`config.mk`:
```
export PLATFORM = sky130hd
export DESIGN_NAME = bcd_display_scan
export DESIGN_NICKNAME = d
export VERILOG_FILES = /design/src/rtl/display_pkg.sv /design/src/rtl/bcd_to_seg.sv /design/src/rtl/bcd_display_scan.sv
export SDC_FILE = /design/constraint.sdc
export NUM_CORES = 1
export LEC_CHECK = 0
export ABC_AREA = 0
export CORE_ASPECT_RATIO = 0.8
export CORE_UTILIZATION = 49
export CTS_CLUSTER_DIAMETER = 30
export DETAILED_ROUTE_END_ITERATION = 8
export PLACE_DENSITY = 0.87
export SETUP_SLACK_MARGIN = 0.3
export SYNTH_ARGS = -nofsm -noshare
export SYNTH_HDL_FRONTEND = slang
export SYNTH_HIERARCHICAL = 1
export SYNTH_SLANG_ARGS = --single-unit
```
`constraint.sdc`:
```
create_clock -name clk -period 2.3 [get_ports clk]
set_input_delay 0.46 -clock clk [delete_from_list [all_inputs] [get_ports clk]]
set_output_delay 0.46 -clock clk [all_outputs]
set_load 0.02 [all_outputs]
```
`src/rtl/display_pkg.sv`:
```
// rtl/display_pkg.sv - segment type and active-low 7-segment patterns {g,f,e,d,c,b,a}
package display_pkg;

  typedef logic [6:0] seg_t;

  localparam seg_t SEG_0     = 7'b1000000;
  localparam seg_t SEG_1     = 7'b1111001;
  localparam seg_t SEG_2     = 7'b0100100;
  localparam seg_t SEG_3     = 7'b0110000;
  localparam seg_t SEG_4     = 7'b0011001;
  localparam seg_t SEG_5     = 7'b0010010;
  localparam seg_t SEG_6     = 7'b0000010;
  localparam seg_t SEG_7     = 7'b1111000;
  localparam seg_t SEG_8     = 7'b0000000;
  localparam seg_t SEG_9     = 7'b0010000;
  localparam seg_t SEG_DASH  = 7'b0111111;
  localparam seg_t SEG_BLANK = 7'h7F;

endpackage

```
`src/rtl/bcd_to_seg.sv`:
```
// rtl/bcd_to_seg.sv - combinational BCD digit to active-low segment decoder
module bcd_to_seg
  import display_pkg::*;
(
  input  logic [3:0] bcd_i,
  output seg_t       seg_o
);

  // Non-BCD codes (10..15) render as a dash so a corrupt counter is visible.
  always_comb begin
    seg_o = SEG_DASH;
    case (bcd_i)
      4'd0: seg_o = SEG_0;
      4'd1: seg_o = SEG_1;
      4'd2: seg_o = SEG_2;
      4'd3: seg_o = SEG_3;
      4'd4: seg_o = SEG_4;
      4'd5: seg_o = SEG_5;
      4'd6: seg_o = SEG_6;
      4'd7: seg_o = SEG_7;
      4'd8: seg_o = SEG_8;
      4'd9: seg_o = SEG_9;
      default: seg_o = SEG_DASH;
    endcase
  end

endmodule

```
`src/rtl/bcd_display_scan.sv`:
```
// rtl/bcd_display_scan.sv - multiplexed common-anode BCD scanner; option LEADING_ZERO_BLANK_EN
module bcd_display_scan
  import display_pkg::*;
#(
  parameter int NDIG     = 4,
  parameter int PRESCALE = 50000
) (
  input  logic              clk,
  input  logic              reset_n,
  input  logic              enable,
  input  logic [4*NDIG-1:0] digits_in,
  input  logic [NDIG-1:0]   dp_in,
  output logic [NDIG-1:0]   an,
  output seg_t              seg,
  output logic              dp_n,
  output logic              frame_tick
);

  localparam int CNT_W = $clog2(PRESCALE);
  localparam int IDX_W = $clog2(NDIG);
  localparam logic [CNT_W-1:0] CNT_LAST = CNT_W'(PRESCALE - 1);
  localparam logic [IDX_W-1:0] IDX_LAST = IDX_W'(NDIG - 1);

  logic [CNT_W-1:0]  cnt_q, cnt_d;
  logic [IDX_W-1:0]  idx_q, idx_d;
  logic [4*NDIG-1:0] snap_d_q, snap_d_d;
  logic [NDIG-1:0]   snap_dp_q, snap_dp_d;

  logic [NDIG-1:0]   an_d;
  seg_t              seg_d;
  logic              dp_n_d;
  logic              frame_tick_d;

  logic              frame_start;
  logic [3:0]        cur_digit;
  logic              cur_dp;
  logic              lz_blank;
  seg_t              dec_seg;

  assign frame_start = enable && (cnt_q == '0) && (idx_q == '0);

  // Select the snapshot digit and decimal point for the active slot.
  always_comb begin
    cur_digit = 4'd0;
    cur_dp    = 1'b0;
    for (int k = 0; k < NDIG; k++) begin
      if (IDX_W'(k) == idx_q) begin
        cur_digit = snap_d_q[4*k +: 4];
        cur_dp    = snap_dp_q[k];
      end
    end
  end

  bcd_to_seg u_dec (
    .bcd_i (cur_digit),
    .seg_o (dec_seg)
  );

`ifdef LEADING_ZERO_BLANK_EN
  logic lz_all_zero;

  // A slot is blanked when its digit and every more-significant digit are zero; slot 0 always shows.
  always_comb begin
    lz_blank    = 1'b0;
    lz_all_zero = 1'b1;
    for (int k = NDIG - 1; k >= 1; k--) begin
      lz_all_zero = lz_all_zero && (snap_d_q[4*k +: 4] == 4'd0);
      if (IDX_W'(k) == idx_q) lz_blank = lz_all_zero;
    end
  end
`else
  assign lz_blank = 1'b0;
`endif

  // Prescaler, slot index and once-per-frame snapshot; everything holds while disabled.
  always_comb begin
    cnt_d     = cnt_q;
    idx_d     = idx_q;
    snap_d_d  = snap_d_q;
    snap_dp_d = snap_dp_q;
    if (enable) begin
      if (frame_start) begin
        snap_d_d  = digits_in;
        snap_dp_d = dp_in;
      end
      if (cnt_q == CNT_LAST) begin
        cnt_d = '0;
        idx_d = (idx_q == IDX_LAST) ? '0 : idx_q + 1'b1;
      end else begin
        cnt_d = cnt_q + 1'b1;
      end
    end
  end

  // Output next-state: the cnt==0 cycle of every slot is dark to avoid ghosting between digits.
  always_comb begin
    an_d         = '1;
    seg_d        = SEG_BLANK;
    dp_n_d       = 1'b1;
    frame_tick_d = frame_start;
    if (enable && (cnt_q != '0) && !lz_blank) begin
      an_d   = ~(NDIG'(1) << idx_q);
      seg_d  = dec_seg;
      dp_n_d = ~cur_dp;
    end
  end

  // Scan state registers.
  always_ff @(posedge clk or negedge reset_n) begin
    if (!reset_n) begin
      cnt_q     <= '0;
      idx_q     <= '0;
      snap_d_q  <= '0;
      snap_dp_q <= '0;
    end else begin
      cnt_q     <= cnt_d;
      idx_q     <= idx_d;
      snap_d_q  <= snap_d_d;
      snap_dp_q <= snap_dp_d;
    end
  end

  // Registered pin drivers, one cycle behind the scan state.
  always_ff @(posedge clk or negedge reset_n) begin
    if (!reset_n) begin
      an         <= '1;
      seg        <= SEG_BLANK;
      dp_n       <= 1'b1;
      frame_tick <= 1'b0;
    end else begin
      an         <= an_d;
      seg        <= seg_d;
      dp_n       <= dp_n_d;
      frame_tick <= frame_tick_d;
    end
  end

endmodule

```
==> metrics <==
Sw Pwr 0.000560 W; synth top area cells dfrtp_1, dfstp_2, mux2_2; Layout area overhead 31.8%; Multi-input gate area 1280 um^2; Post-Synth Simple-Gate Area 19.1%; deepest clock path buffer count 2; final setup fails 0; power per cell area 611 nW/um^2; reg2reg setup slack 0.21 ns; Fmax 0.477 GHz; starting density of the core 52.8%; largest net degree at the start of global routing 34; max-cap violations 0; startpoint types flip-flop; Synth Area in Adders 5.47%; P_int 0.00147 W; CP Max Fanout 4; post-route setup TNS 0 ns; fin nets 307; Compound-Gate Fraction of Synth Area 6.17%; Die Area 5430 um^2; # clock sinks between 50 and 60; number of synthesized flops with an enable pin 0; Peak supply drop between 500 and 600 uV; Switching Fraction between 20% and 30%; top-area cell type share of the netlist area 38.8%; Pleak 1.44 nW; ANT nets after route 0; slowest cell on the critical path dfrtp_2; Core Rows 22; DIE HEIGHT roughly 66 um; crit path kind reg2reg; antenna cells 0; Syn Inst Count ~230; IO Pins 36; WL/cell 17.2 um; Hold Path Class in2async; Tmin final 2.09 ns; first-pass GRT wire length 8740 um; number of vias per cell 5.72; Yosys cell types 43; total track usage 21.8%; initial antenna violation count 0; Worst path max stage delay between 0.4 and 0.5 ns; hpwl dp between 3000 and 4000 um; sequential-to-total area share from yosys stat between 50% and 60%; Avg Inst Size Synth 11.1 um^2; PnR Total Power around 0.0020 W; CP required 2.53 ns; critical path arrival 2.32 ns; Worst-Margin Slew 0.448 ns; worst-path cell chain inv_4, ha_4, nor2b_4, a221oi_2, o31ai_2, inv_2, ha_2, nor3b_1, a21o_1, nand2b_1; dominant synthesized flop cell dfrtp_1; global route total overflow 0; first drt pass iteration count 4; Synthesis Warnings 6; Clk Latency, worst-skew pair 0.31 ns; post-synthesis mux area share approximately 10%; #FFs+latches synth between 50 and 60; Reg clk slew, reported paths ~0.10 ns; clock network power share 32.7%; DRT iter0 DRCs 93; final slew viol count 0; Synth Net Count 260; CTS Buf Count 5; cts hold-fix bufs 0; Root Buffer clkbuf_8; Seq pwr share a little over half; fillcell total 332; Worst Clk Skew 0.00801 ns; Synth area leader dfrtp_1; via count 1,909; fraction of registers with async set/reset 100%; vias in the first global route 1,871; share of cells above drive strength 1 29.2%; Post-Synth XOR/XNOR Area 4.18%; Tcrit/Tclk final between 90 and 100%; RePlAce Congestion 0.919; Final Hold Fails 0; Core Region 4760 um^2; RSZ-0062 raised after global routing true; final WL roughly 5700 um; Crit path max-delay family compound AO/OA/AOI/OAI gates; most common cell after layout, fill and taps aside dfrtp_1; Die W roughly 82 um; main combinational cell family by area after synthesis simple AND/OR/NAND/NOR gates; slew margin rel. 70.1%; H-tree lvl count 2; TritonCTS clock tree done; Crit path buffers/inverters 2; I/O Buffers 35; DR DRC count 0; Reg area 1290 um^2; most frequent cells in the layout dfrtp_1, clkdlybuf4s50_1, nand2_1; status finished clean; mapped cell area roughly 2500 um^2; combinational fraction of design power 14.7%; Crit. End Element flip-flop
layer usage:
metal  vias up  share of wire (%)  GRT usage (%)
li1        879                  -              -
met1       937                 45           29.2
met2        81                 47           34.8
met3        12                6.2           5.52
met4         0                1.3           6.36
met5         -                  0              0
worst reg2reg max path: stages (launching register included):
cell and delay [ns]:
dfrtp_2 0.47, inv_4 0.10, ha_4 0.15, nor2b_4 0.19, a221oi_2 0.09, o31ai_2 0.25
inv_2 0.11, ha_2 0.21, nor3b_1 0.15, a21o_1 0.16, nand2b_1 0.13
state kept, by name, indices dropped and copies added (netlist names):
| signal | cells |
|---|---|
| an | 4 |
| cnt_q | 16 |
| dp_n | 1 |
| frame_tick | 1 |
| idx_q | 2 |
| seg | 7 |
| snap_d_q | 16 |
| snap_dp_q | 4 |
cell type report:
type / count / share of cell area, %
sequential: 51 / 39.0
multi-input combinational: 158 / 38.7
clock buffer: 6 / 2.49
clock inverter: 2 / 1.17
timing repair buffer: 49 / 15.4
tap: 60 / 2.26
inverter: 8 / 0.981
power groups by stage:
stage               registers, W  logic [W]  clock network (W)
CTS                      0.00105   0.000271           0.000670
global placement         0.00106   0.000256                  0
detailed placement       0.00107   0.000266                  0
floorplan                0.00106   0.000139                  0
finish                   0.00106   0.000297           0.000663
global route             0.00107   0.000326           0.000719
Yosys cell counts (5+ instances only):
cell type,instances
dfstp_2,12
nand2b_1,8
mux2_2,21
o31ai_1,5
nand2_1,24
nand4_1,6
dfrtp_1,39
nor4_1,6
nor2_1,13
inv_1,8
nor2b_1,6
xnor2_1,8
a21oi_1,7
ha_1,11
through the flow:
step                hold WS [ns]  worst slack, ns  util [%]  instance area, um^2  cells
floorplan                  0.164            0.241         -                 2620    226
global placement           0.420            0.154      64.6                 3080    323
detailed placement         0.424           0.0892      64.6                 3080    323
CTS                       0.0803            0.218      67.7                 3220    332
global route              0.0999           0.0910      69.6                 3320    334
finish                    0.0763            0.205      69.6                 3320    334
final timing paths:
| kind | from | endpoint | depth (start not counted) |
|---|---|---|---|
| min in group clk | snap_dp_q[0] | snap_dp_q[0] | 1 |
| max in group asynchronous | reset_n | seg[2] | 2 |
| max | idx_q[0] | seg[2] | 10 |
| min reg2reg | snap_dp_q[0] | snap_dp_q[0] | 1 |
| max reg2reg | idx_q[0] | seg[2] | 10 |
| min | reset_n | snap_dp_q[2] | 1 |
cells by family (layout without fill, tap and decap cells):
logic type	Yosys count	after routing
and+or+nand+nor	88	88
AOI/OAI and AO/OA	24	24
DFF	51	51
adders and majority gates	11	11
buffers and inverters	17	65
xor gates and xnor gates	12	12
muxes	23	23
timing repair:
item,in CTS,in global routing
endpoints found under the setup margin,27,27
cloned,0,2
pin swaps,2,1
gates resized for setup,5,10
buffers inserted,1,0
Power figures use the tool's default switching activity.
